## src/rtl/sm83_pkg.sv

```systemverilog
// Shared SM83 core types and constants for interrupt dispatch.
package sm83_pkg;

  localparam int unsigned N_IRQ_SRC      = 5;
  localparam logic [15:0] IRQ_VEC_BASE   = 16'h0040;
  localparam int unsigned IRQ_VEC_STRIDE = 8;

  typedef logic [2:0] irq_disp_state_t;
  localparam irq_disp_state_t ST_IDLE    = 3'd0;
  localparam irq_disp_state_t ST_WAIT    = 3'd1;
  localparam irq_disp_state_t ST_DEC_SP  = 3'd2;
  localparam irq_disp_state_t ST_PUSH_HI = 3'd3;
  localparam irq_disp_state_t ST_PUSH_LO = 3'd4;
  localparam irq_disp_state_t ST_LOAD_PC = 3'd5;

  // Three bits covers up to seven sources; the all-ones code marks "no source".
  typedef logic [2:0] irq_idx_t;
  localparam irq_idx_t IRQ_NONE = 3'd7;

endpackage

```

## src/rtl/sm83_irq_prio_enc.sv

```systemverilog
// Lowest-bit-first priority encoder over the pending interrupt vector.
module sm83_irq_prio_enc
  import sm83_pkg::*;
#(
  parameter int unsigned N_IRQ = N_IRQ_SRC
) (
  input  logic [N_IRQ-1:0] i_req,
  output irq_idx_t         o_idx,
  output logic             o_valid
);

  // Scan high to low so the lowest set bit is the last assignment to stick.
  always_comb begin
    o_idx   = IRQ_NONE;
    o_valid = 1'b0;
    for (int i = N_IRQ - 1; i >= 0; i--) begin
      if (i_req[i]) begin
        o_idx   = irq_idx_t'(i);
        o_valid = 1'b1;
      end
    end
  end

endmodule

```

## src/rtl/sm83_irq_dispatch.sv

```systemverilog
// SM83 interrupt entry sequencer: clears IME, pushes PC, loads the vector, acks IF.
module sm83_irq_dispatch
  import sm83_pkg::*;
#(
  parameter int unsigned N_IRQ       = N_IRQ_SRC,
  parameter logic [15:0] VEC_BASE    = IRQ_VEC_BASE,
  parameter int unsigned VEC_STRIDE  = IRQ_VEC_STRIDE,
  parameter int unsigned IDLE_CYCLES = 2
) (
  input  logic             i_clk,
  input  logic             i_rst_n,
  input  logic             i_boundary,
  input  logic             i_ime,
  input  logic [N_IRQ-1:0] i_ie,
  input  logic [N_IRQ-1:0] i_if_flags,
  input  logic [15:0]      i_r_pc,
  input  logic [15:0]      i_r_sp,
  input  logic             i_mem_ack,
  output logic             o_ime_clr,
  output logic             o_wen_sp,
  output logic [15:0]      o_w_sp,
  output logic             o_wen_pc,
  output logic [15:0]      o_w_pc,
  output logic             o_mem_req,
  output logic [15:0]      o_mem_addr,
  output logic [7:0]       o_mem_wdata,
  output logic [N_IRQ-1:0] o_if_clr,
  output logic             o_busy,
  output logic             o_done,
  output logic             o_halt_wake
);

  localparam int unsigned CW = (IDLE_CYCLES > 1) ? $clog2(IDLE_CYCLES) : 1;

  irq_disp_state_t r_state, w_state_nxt;
  logic [15:0]     r_pc, r_sp;
  irq_idx_t        r_idx;
  logic [CW-1:0]   r_wcnt;

  logic [N_IRQ-1:0] w_pending;
  irq_idx_t         w_enc_idx;
  logic             w_enc_valid;
  logic             w_accept;
  logic [15:0]      w_vec;

  assign w_pending   = i_ie & i_if_flags;
  assign o_halt_wake = |w_pending;
  assign w_accept    = (r_state == ST_IDLE) && i_boundary && i_ime && (|w_pending);
  assign w_vec       = VEC_BASE + 16'(r_idx) * 16'(VEC_STRIDE);

  sm83_irq_prio_enc #(
    .N_IRQ (N_IRQ)
  ) u_prio_enc (
    .i_req   (w_pending),
    .o_idx   (w_enc_idx),
    .o_valid (w_enc_valid)
  );

  always_comb begin
    w_state_nxt = r_state;
    unique case (r_state)
      ST_IDLE:    if (w_accept) w_state_nxt = ST_WAIT;
      ST_WAIT:    if (r_wcnt == CW'(IDLE_CYCLES - 1)) w_state_nxt = ST_DEC_SP;
      ST_DEC_SP:  w_state_nxt = ST_PUSH_HI;
      ST_PUSH_HI: if (i_mem_ack) w_state_nxt = ST_PUSH_LO;
      ST_PUSH_LO: if (i_mem_ack) w_state_nxt = ST_LOAD_PC;
      ST_LOAD_PC: w_state_nxt = ST_IDLE;
      default:    w_state_nxt = ST_IDLE;
    endcase
  end

  always_ff @(posedge i_clk) begin
    if (!i_rst_n) begin
      r_state <= ST_IDLE;
      r_pc    <= '0;
      r_sp    <= '0;
      r_idx   <= IRQ_NONE;
      r_wcnt  <= '0;
    end else begin
      r_state <= w_state_nxt;
      unique case (r_state)
        ST_IDLE: begin
          r_wcnt <= '0;
          if (w_accept) r_pc <= i_r_pc;
        end
        ST_WAIT:   r_wcnt <= r_wcnt + CW'(1);
        ST_DEC_SP: r_sp <= i_r_sp - 16'd1;
        ST_PUSH_HI: begin
          // Priority is frozen here; later IF/IE changes cannot retarget the vector.
          if (i_mem_ack) begin
            r_sp  <= r_sp - 16'd1;
            r_idx <= w_enc_valid ? w_enc_idx : IRQ_NONE;
          end
        end
        default: ;
      endcase
    end
  end

  always_comb begin
    o_ime_clr   = w_accept;
    o_wen_sp    = 1'b0;
    o_w_sp      = '0;
    o_wen_pc    = 1'b0;
    o_w_pc      = '0;
    o_mem_req   = 1'b0;
    o_mem_addr  = '0;
    o_mem_wdata = '0;
    o_if_clr    = '0;
    o_done      = 1'b0;
    o_busy      = (r_state != ST_IDLE);
    unique case (r_state)
      ST_DEC_SP: begin
        o_wen_sp = 1'b1;
        o_w_sp   = i_r_sp - 16'd1;
      end
      ST_PUSH_HI: begin
        o_mem_req   = 1'b1;
        o_mem_addr  = r_sp;
        o_mem_wdata = r_pc[15:8];
        o_wen_sp    = i_mem_ack;
        o_w_sp      = i_mem_ack ? (r_sp - 16'd1) : 16'h0000;
      end
      ST_PUSH_LO: begin
        o_mem_req   = 1'b1;
        o_mem_addr  = r_sp;
        o_mem_wdata = r_pc[7:0];
      end
      ST_LOAD_PC: begin
        o_wen_pc = 1'b1;
        o_done   = 1'b1;
        if (r_idx != IRQ_NONE) begin
          o_w_pc   = w_vec;
          o_if_clr = {{(N_IRQ - 1){1'b0}}, 1'b1} << r_idx;
        end
      end
      default: ;
    endcase
  end

endmodule

```

## config.mk

```make
export PLATFORM = sky130hd
export DESIGN_NAME = sm83_irq_dispatch
export DESIGN_NICKNAME = d
export VERILOG_FILES = /design/src/rtl/sm83_pkg.sv /design/src/rtl/sm83_irq_prio_enc.sv /design/src/rtl/sm83_irq_dispatch.sv
export SDC_FILE = /design/constraint.sdc
export NUM_CORES = 1
export LEC_CHECK = 0
export BUFFER_PORTS_ARGS = -buffer_cell sky130_fd_sc_hd__buf_4
export CORE_AREA = 2 2 98 62
export DETAILED_ROUTE_END_ITERATION = 12
export DIE_AREA = 0 0 100 64
export GPL_ROUTABILITY_DRIVEN = 0
export GPL_TIMING_DRIVEN = 1
export PLACE_DENSITY = 0.85
export SLEW_MARGIN = 20
export SYNTH_ARGS = -nofsm -noshare
export SYNTH_HDL_FRONTEND = slang
export SYNTH_HIERARCHICAL = 1
export SYNTH_SLANG_ARGS = --single-unit
```

## constraint.sdc

```tcl
create_clock -name i_clk -period 5.31 [get_ports i_clk]
set_input_delay 0.531 -clock i_clk [delete_from_list [all_inputs] [get_ports i_clk]]
set_output_delay 0.531 -clock i_clk [all_outputs]
set_load 0.005 [all_outputs]
```

==> results of run 1 <==
==> metal layers <==
layer | vias up | global-route usage | share of wire
met5 | - | 0 | 0
li1 | 1443 | - | -
met3 | 9 | 0.0711 | 0.090
met4 | 0 | 0.0428 | 0.0084
met2 | 137 | 0.410 | 0.45
met1 | 1396 | 0.347 | 0.45
==> worst max-delay path by stage <==
stage / start / depth (start not counted) / end / slack, ns
floorplan: i_r_sp[2] / 5 / o_w_sp[15] / 2.79
global placement: i_r_sp[0] / 8 / o_w_sp[12] / 2.28
detailed placement: i_r_sp[0] / 8 / o_w_sp[12] / 2.22
CTS: i_r_sp[0] / 8 / o_w_sp[12] / 2.21
global route: r_sp[1] / 8 / o_w_sp[14] / 2.08
finish: r_sp[0] / 8 / o_w_sp[14] / 2.28
==> logic make-up after synthesis <==
family	after synthesis
multiplexers	19
other	1
AO/OA/AOI/OAI	77
XOR/XNOR	23
flip-flops	39
AND/OR/NAND/NOR	162
adder cells (fa/ha/maj)	2
buffers and inverters	46
==> cell type report <==
type                            instances  area [um2]  share of cell area
Clock buffer                            6        72.6              0.0196
Clock inverter                          2        60.1              0.0162
Inverter                               12        45.0              0.0122
Multi-Input combinational cell        295        1880               0.507
Sequential cell                        39         781               0.211
Tap cell                               69        86.3              0.0233
Timing Repair Buffer                  104         781               0.211
==> layout by cell type (no fill, tap or decap), drive strengths merged, types with 2 or more instances in the layout <==
cell type and instances:
a21o 4, a21oi 13, a22o 8, a22oi 3
a31oi 4, and2 25, buf 104, bufinv 2
clkbuf 6, conb 12, dfxtp 39, ha 2
inv 12, mux2i 18, nand2 28, nand2b 2
nand3 4, nand4b 4, nor2 55, nor3 8
nor3b 6, nor4 9, nor4b 2, o21a 8
o21ai 15, o22ai 10, o41ai 2, or2 3
or3 7, or4 2, xnor2 13, xor2 10
==> power groups by stage <==
stage	clock, mW	combinational [mW]	sequential [mW]
2_1_floorplan	0	0.205	0.333
3_3_place_gp	0	0.260	0.349
3_5_place_dp	0	0.269	0.351
4_1_cts	0.294	0.271	0.345
5_1_grt	0.308	0.304	0.351
6_report	0.292	0.274	0.345
==> flip-flops by register name, indices dropped and copies added (netlist names) <==
register  cells
r_idx         3
r_pc         16
r_sp         16
r_wcnt        1
r_state       3
==> critical path, stage by stage (launching register included) <==
cell and delay, ns:
dfxtp_1 0.36, inv_1 0.09, ha_1 0.24, nor3b_2 0.56, nand2_1 0.29, o21a_1 0.26
o21ai_0 0.20, nand2_1 0.07, buf_4 0.13
==> synthesized netlist by cell type, types with 2 or more instances <==
master	number	area [um2]
a21o_1	2	15.0
a21o_2	2	17.5
a21oi_1	11	55.1
a21oi_2	2	17.5
a22o_1	8	70.1
a22oi_1	3	22.5
a31oi_1	4	25.0
and2_1	25	156
buf_2	6	30.0
buf_4	13	97.6
clkbuf_1	13	48.8
dfxtp_1	39	781
ha_1	2	25.0
inv_1	11	41.3
mux2i_1	18	180
nand2_1	28	105
nand2b_1	2	12.5
nand3_1	4	20.0
nand4b_1	4	35.0
nor2_1	55	206
nor3_1	8	40.0
nor3b_1	5	37.5
nor4_1	6	37.5
nor4_2	2	25.0
nor4b_1	2	17.5
o21a_1	8	60.1
o21ai_0	15	75.1
o22ai_1	10	62.6
or2_2	2	12.5
or3_1	6	37.5
xnor2_1	13	114
xor2_1	10	87.6
==> metrics by stage <==
stage / instance area, um2 / util / std cells / total power, mW
final: 3700 / 0.677 / 527 / 0.911
after global routing: 3700 / 0.677 / 527 / 0.963
after global placement: 3560 / 0.652 / 519 / 0.609
after CTS: 3690 / 0.676 / 527 / 0.910
after floorplan: 2880 / - / 380 / 0.537
after detailed placement: 3560 / 0.652 / 519 / 0.621
==> out/results.ini, run 1 <==
[global_route]
grt_max_degree = 29
antenna_found_initial = 0
grt_pass1_wl_um = 13200
track_usage = 0.255
grt_pass1_vias = 2726
grt_overflow = 0

[routing]
wl_per_cell_um = 15.3
vias_per_cell = 5.66
drtIter0Drc = 182
postRouteAntennaNets = 0
route.vias.total = 2985
drc = 0
first_pass_iters = 4
routed_wl_um = 8080

[placement]
io_buffers = 102
dp_slack_ns = 2.22
hpwl_um = 6150

[pwr]
seq_power_share = 0.379
leakagePower_nw = 1.67
pwr-share-comb = 0.300
vdd_drop_max_v = 0.000164
swShare = 0.308
power_switching_mw = 0.280
power_density_nw_per_um2 = 246
cell_internal_pwr_mw = 0.631
p_clk_frac = 0.321

[worst_setup_path]
end_kind = output pin
ff2ff_setup_slack_ns = 2.98
crit_fanout = 7
crit_type = register to output pin
cp.required_ns = 4.78
reg2reg_to = r_sp[8]
r2r_start = r_sp[0]
critPathLaunchType = register
r2r_cells = 7
crit_arrival_ns = 2.50

[floorplanning]
core_um2 = 5470
num_rows = 21
fp.dieH_um = 64
ios = 115
die_area_um2 = 6400
start_util = 0.520
die_w_um = 100

[cells_and_area]
nets = 506
fillerInstances = 484
diodes = 0
drive_gt1_frac = 0.282
area_delta_synth_final_pct = 30.3

[clocking]
numCtsBuffers = 5
h-tree-depth = 2
cts_hold_buffers = 0
ctsResizeCount = 0
clock-sinks = 39
postCtsSetupRepairBufs = 0
path_clk_slew_ns = 0.08
root_buffer = clkbuf_8
cts_tree = yes
clockBufferDepth = 2
insertion_delay_ns = 0.29

[yosys]
ys_ff_latch = 39
synth_simple_gate_area_frac = 0.305
synth.distinct_cells = 62
synth_top_family_by_area = simple AND/OR/NAND/NOR gates
yosysSeqAreaShare = 0.275
synth_xor_xnor_area_share = 0.0709
synth.mux.area_fraction = 0.0674
syn_avg_cell_area_um2 = 7.70
yosys_warnings = 6
synth_fa_ha_area_frac = 0.00881
synth_edf_count = 0
synth_compound_area_frac = 0.188
netlist_area_um2 = 2840
syn_inst = 369
async_flop_share = 0
synth-main-ff-cell = dfxtp_1

[run_status]
status = completed

[sta]
setup_tns_ns = 0
setup_viol = 0
fmax_mhz = 330
fin_ws_ns = 2.28
relSlewSlack = 0.407
period_share = 0.570
skew_ns = 0.00172
rsz0062_at_grt = no
drv_slew = 0
fin_crit_ns = 3.03
whs_ns = 0.476
max_slew.worst_pin.slew_ns = 0.881
hold_viol_final = 0

[hold_path]
worstHoldPathCells = 3
worstHoldStart = i_r_pc[6]
hold_path.class = input port to register
worstHoldEndpoint = r_pc[6]

[run]
maxCapViolCount = 0

No activity file was read; power rests on OpenSTA's default activity.
==> run 2: changes to the inputs <==
Settings changed: CORE_AREA 2 2 98 62 to 2 2 107 68, DIE_AREA 0 0 100 64 to 0 0 109 70, PLACE_DENSITY 0.85 to 0.75.
Clock period 5.31 ns to 2.4 ns, I/O delays scaled along.
==> run 2 against run 1 <==
- non-clock buffer count grew 8
- critical path depth decreased by 3
- first-iteration DRC count up 26%
- final area up 3.1%
==> out/results.ini, run 2 (synthesized netlist as in run 1, its figures left out) <==
[routing]
first_pass_iters = 4  ; unchanged
route.vias.total = 2934  ; -1.7%
vias_per_cell = 5.27  ; -7.0%
postRouteAntennaNets = 0  ; unchanged
drc = 0  ; unchanged
wl_per_cell_um = 14.6  ; -5.1%
routed_wl_um = 8110  ; +0.30%
drtIter0Drc = 230  ; +26%

[worst_setup_path]
reg2reg_to = r_sp[7]
end_kind = output pin
max_stage_delay_ns = 0.58  ; +0.02 ns
critPathSlowestCell = or4_1
cpLargestDelayFamily = simple AND/OR/NAND/NOR gates
crit_type = register to output pin
crit_chain = or4_1 -> nor4_4 -> xnor2_1 -> o21ai_0 -> buf_4
crit_arrival_ns = 2.04  ; -0.46 ns
critPathLaunchType = register
startpoint = r_sp[2]
crit_fanout = 8  ; +1
crit_buf_inv = 1  ; -1
cp.required_ns = 2.16  ; -2.62 ns
r2r_start = r_state[2]
r2r_cells = 6  ; -1
ff2ff_setup_slack_ns = 0.51  ; -2.47 ns

[cells_and_area]
nets = 514  ; +1.6%
final_common_cell = buf_4
ff_latch_area_um2 = 782  ; +0.16%
top_regs = r_pc x16, r_sp x16
multi_input_area_um2 = 1900  ; +1.2%
final_area_um2 = 3820  ; +3.1%
area_delta_synth_final_pct = 34.4
fillerInstances = 640  ; +32%
layout_common_cells = 112 x buf_4, 55 x nor2_1, 38 x dfxtp_1, 27 x nand2_1, 25 x and2_1
diodes = 0  ; unchanged
drive_gt1_frac = 0.305  ; +0.0231

[sta]
rsz0062_at_grt = no
drv_slew = 0  ; unchanged
period_share = 0.948
relSlewSlack = 0.611  ; +0.204
hold_viol_final = 0  ; unchanged
skew_ns = 0.00566  ; +0.00393 ns
fin_crit_ns = 2.28
fin_ws_ns = 0.124  ; -2.16 ns
max_slew.worst_pin.slew_ns = 0.583  ; -0.298 ns
setup_tns_ns = 0  ; unchanged
fmax_mhz = 439
setup_viol = 0  ; unchanged

[global_route]
antenna_found_initial = 0  ; unchanged
grt_max_degree = 29  ; unchanged
grt_pass1_wl_um = 12900  ; -2.3%
grt_pass1_vias = 2673  ; -1.9%
track_usage = 0.211  ; -0.0432
grt_overflow = 0  ; unchanged

[clocking]
cts_tree = yes
path_clk_slew_ns = 0.08  ; about the same
clock-sinks = 39  ; unchanged
clockBufferDepth = 2  ; unchanged
numCtsBuffers = 5  ; unchanged
insertion_delay_ns = 0.29  ; about the same
h-tree-depth = 2  ; unchanged
cts_hold_buffers = 0  ; unchanged
root_buffer = clkbuf_8

[pwr]
power.total_mw = 2.04  ; +120%
vdd_drop_max_v = 0.000239  ; +45%
leakagePower_nw = 1.72  ; +2.6%
power_density_nw_per_um2 = 535  ; +120%

[run]
maxCapViolCount = 0  ; unchanged

[floorplanning]
start_util = 0.417  ; -0.103
num_rows = 24  ; +14%
ios = 115  ; unchanged
fp.dieH_um = 70  ; +9.4%
die_w_um = 109  ; +9.0%
core_um2 = 6820  ; +25%
die_area_um2 = 7630  ; +19%

[placement]
hpwl_um = 6220  ; +1.2%
place_area_um2 = 3640  ; +2.2%
dp_slack_ns = 0.0606  ; -2.16 ns
io_buffers = 102  ; unchanged

[hold_path]
worstHoldPathCells = 3  ; unchanged
worstHoldEndpoint = r_pc[1]
worstHoldStart = i_r_pc[1]
hold_path.class = input port to register

[run_status]
status = completed

## run 2: cell types whose count changed in the layout (fill, tap and decap cells not counted), sizes merged
cell	before	now
clkinvlp	0	1
clkbuf	6	5
buf	104	112
## run 2: worst max path at each step
stage / end / cells after the start / slack [ns]
2_1_floorplan: o_w_sp[15] / 5 / 0.46
3_3_place_gp: o_w_sp[15] / 7 / 0.1
3_5_place_dp: o_w_sp[15] / 7 / 0.06
4_1_cts: o_w_sp[15] / 7 / 0.05
5_1_grt: o_w_sp[12] / 8 / 0.002
6_report: o_w_sp[7] / 5 / 0.12
## run 2: area by class of cell
class,instances,share of cell area
timing repair buffer,112,0.220
multi-input combinational,295,0.497
tap,91,0.0298
sequential,39,0.205
inverter,12,0.0118
clock buffer,5,0.0180
clock inverter,3,0.0177
## run 2: repair_timing
item                                    CTS  global route
pin swaps                                 0             1
endpoints found under the setup margin   12            19
endpoints found under the hold margin     0             0
resized for setup                         1             6
buffers inserted                          0             1
## run 2: metal layers
metal  vias up  GRT usage  routed length (um)
met4         0     0.0328                  56
met1      1343      0.317                3850
met5         -          0                   0
met3         8     0.0411                 734
li1       1465          -                   -
met2       118      0.317                3470
## run 2: worst reg2reg max path, delay by kind of cell, from the launching register on
kind	cells	cell delay, ns
compound gates	3	0.77
simple gates	2	0.29
flops	1	0.54
buf+inv	1	0.22
## run 2: stage by stage
stage | hold WS (ns) | util | std cells
finish | 0.175 | 0.560 | 557
detailed placement | 0.484 | 0.534 | 548
CTS | 0.171 | 0.554 | 556
global placement | 0.473 | 0.534 | 548
floorplan | 0.387 | - | 380
global route | 0.180 | 0.560 | 557
## run 2: power breakdown
| group | total, mW | internal [mW] | switching [mW] |
|---|---|---|---|
| Sequential | 0.763 | 0.696 | 0.0665 |
| Combinational | 0.621 | 0.304 | 0.318 |
| Clock | 0.658 | 0.415 | 0.243 |
| Total | 2.04 | 1.41 | 0.628 |
==> run 3: changes to the inputs <==
Settings changed: CORE_AREA 2 2 107 68 to 2 2 129 81, DIE_AREA 0 0 109 70 to 0 0 131 83, PLACE_DENSITY 0.75 to unset.
Clock period 2.4 ns to 2.55 ns, I/O delays scaled along.
==> run 3 against run 2 <==
- clock power fell by 7.1%
- global-route usage fell by 5.0 points
- critical path type unchanged
- critical path depth rose by 3
- highest routed layer unchanged
- final area rose by 1.4%
==> out/results.ini, run 3 (synthesized netlist as in run 1, its figures left out) <==
[floorplanning]
start_util = 0.295  ; -0.122
fp.dieH_um = 83  ; +19%
num_rows = 28  ; +17%
die_w_um = 131  ; +20%
core_um2 = 9630  ; +41%
ios = 115  ; unchanged
die_area_um2 = 10900  ; +43%

[pwr]
seq_power_share = 0.374  ; about the same
p_clk_frac = 0.319  ; -0.003
vdd_drop_max_v = 0.000208  ; -13%
power_switching_mw = 0.620  ; -1.2%
leakagePower_nw = 1.73  ; +0.70%
power_density_nw_per_um2 = 495  ; -7.5%
pwr-share-comb = 0.307  ; +0.003
swShare = 0.324  ; +0.0163
cell_internal_pwr_mw = 1.30  ; -8.4%

[cells_and_area]
layout_common_cells = 114 x buf_4, 54 x nor2_1, 39 x dfxtp_1, 27 x nand2_1, 25 x and2_1
ff_latch_area_um2 = 781  ; -0.16%
drive_gt1_frac = 0.303  ; -0.00130
multi_input_area_um2 = 1880  ; -0.92%
fillerInstances = 1002  ; +57%
top_regs = r_pc x16, r_sp x16
instances_no_fill = 603  ; +8.3%
nets = 516  ; +0.39%
area_delta_synth_final_pct = 36.3
diodes = 0  ; unchanged
final_common_cell = buf_4

[clocking]
numCtsBuffers = 5  ; unchanged
cts_tree = yes
clock-sinks = 39  ; unchanged
root_buffer = clkbuf_16
insertion_delay_ns = 0.28  ; about the same
cts_hold_buffers = 0  ; unchanged
h-tree-depth = 2  ; unchanged
clockBufferDepth = 2  ; unchanged
path_clk_slew_ns = 0.06  ; -0.02 ns

[routing]
postRouteAntennaNets = 0  ; unchanged
routed_wl_um = 8760  ; +8.1%
first_pass_iters = 4  ; unchanged
vias_per_cell = 4.88  ; -7.3%
drtIter0Drc = 157  ; -32%
wl_per_cell_um = 14.5  ; -0.15%
drc = 0  ; unchanged
route.vias.total = 2945  ; +0.37%

[sta]
skew_ns = 0.00362  ; -0.00204 ns
rsz0062_at_grt = no
setup_tns_ns = 0  ; unchanged
drv_slew = 0  ; unchanged
fin_ws_ns = 0.171  ; +0.0465 ns
period_share = 0.933
fmax_mhz = 420
max_slew.worst_pin.slew_ns = 0.573  ; -0.00984 ns
setup_viol = 0  ; unchanged
relSlewSlack = 0.617  ; +0.00600
hold_viol_final = 0  ; unchanged
fin_crit_ns = 2.38

[worst_setup_path]
max_stage_delay_ns = 0.35  ; -0.23 ns
cpMostUsedCell = buf_4
critPathSlowestCell = dfxtp_1
crit_fanout = 6  ; -2
crit_chain = inv_1 -> ha_1 -> nor3b_4 -> buf_4 -> nand3_1 -> xor2_1 -> o22ai_1 -> buf_4
critPathLaunchType = register
crit_arrival_ns = 2.12  ; +0.08 ns
cp.required_ns = 2.30  ; +0.14 ns
crit_type = register to output pin
end_kind = output pin

[placement]
io_buffers = 102  ; unchanged
dp_cells = 594  ; +8.4%
hpwl_um = 6810  ; +9.5%
dp_slack_ns = 0.104  ; +0.0435 ns

[global_route]
grt_overflow = 0  ; unchanged
grt_max_degree = 29  ; unchanged
track_usage = 0.161  ; -0.0501
grt_pass1_wl_um = 14100  ; +9.7%
antenna_found_initial = 0  ; unchanged
grt_pass1_vias = 2728  ; +2.1%

[run]
maxCapViolCount = 0  ; unchanged

[hold_path]
hold_path.class = input port to register

[run_status]
status = completed

run 3: cell count changes in the layout (fill, tap and decap cells not counted), moves of 2 or more:
| cell | before | now |
|---|---|---|
| clkbuf_8 | 5 | 0 |
| clkinv_2 | 0 | 3 |
| buf_4 | 112 | 114 |
| bufinv_16 | 2 | 0 |
| clkbuf_16 | 0 | 5 |
run 3: area by class of cell:
cell class                      count  area share
Sequential cell                    39       0.202
Timing Repair Buffer              114       0.221
Inverter                           12      0.0116
Clock inverter                      3     0.00388
Tap cell                          135      0.0436
Clock buffer                        5      0.0323
Multi-Input combinational cell    295       0.486
run 3: what timing repair did:
item	in CTS	in global routing
setup buffers	0	1
gates resized for setup	0	4
endpoints found under the hold margin	0	0
endpoints found under the setup margin	0	18
run 3: worst paths after layout:
check | from | endpoint | slack [ns] | depth (start not counted)
setup / recovery | r_sp[0] | o_w_sp[12] | 0.17 | 8
hold / removal | i_r_pc[15] | r_pc[15] | 0.21 | 3
setup reg to reg | r_sp[0] | r_sp[8] | 0.63 | 7
hold reg to reg | r_pc[15] | r_pc[15] | 0.50 | 2
run 3: power by group through the flow:
| stage | combinational [mW] | sequential (mW) | clock [mW] |
|---|---|---|---|
| global placement | 0.571 | 0.725 | 0 |
| detailed placement | 0.584 | 0.728 | 0 |
| CTS | 0.585 | 0.714 | 0.633 |
| finish | 0.589 | 0.717 | 0.611 |
| global route | 0.657 | 0.726 | 0.661 |
| floorplan | 0.426 | 0.692 | 0 |
run 3: critical path: cells and delay by family, from the launching register on:
| family | cells | cell delay, ns |
|---|---|---|
| buf+inv | 3 | 0.46 |
| simple gates | 2 | 0.42 |
| flops | 1 | 0.35 |
| fa+ha+maj | 1 | 0.24 |
| compound gates | 1 | 0.22 |
| xor+xnor | 1 | 0.16 |
run 3: through the flow:
| stage | util | hold WS [ns] | instance area (um2) | power (mW) |
|---|---|---|---|---|
| after floorplan | - | 0.402 | 2880 | 1.12 |
| after global placement | 0.385 | 0.474 | 3710 | 1.30 |
| after detailed placement | 0.385 | 0.486 | 3710 | 1.31 |
| after CTS | 0.400 | 0.201 | 3850 | 1.93 |
| after global routing | 0.402 | 0.207 | 3870 | 2.04 |
| final | 0.402 | 0.205 | 3870 | 1.92 |
run 3: per-layer routing:
layer / part of all wire / track usage / vias to the layer above
li1: - / - / 1469
met1: 0.50 / 0.246 / 1371
met2: 0.42 / 0.229 / 99
met3: 0.077 / 0.0412 / 6
met4: 0.0052 / 0.0251 / 0
met5: 0 / 0 / -
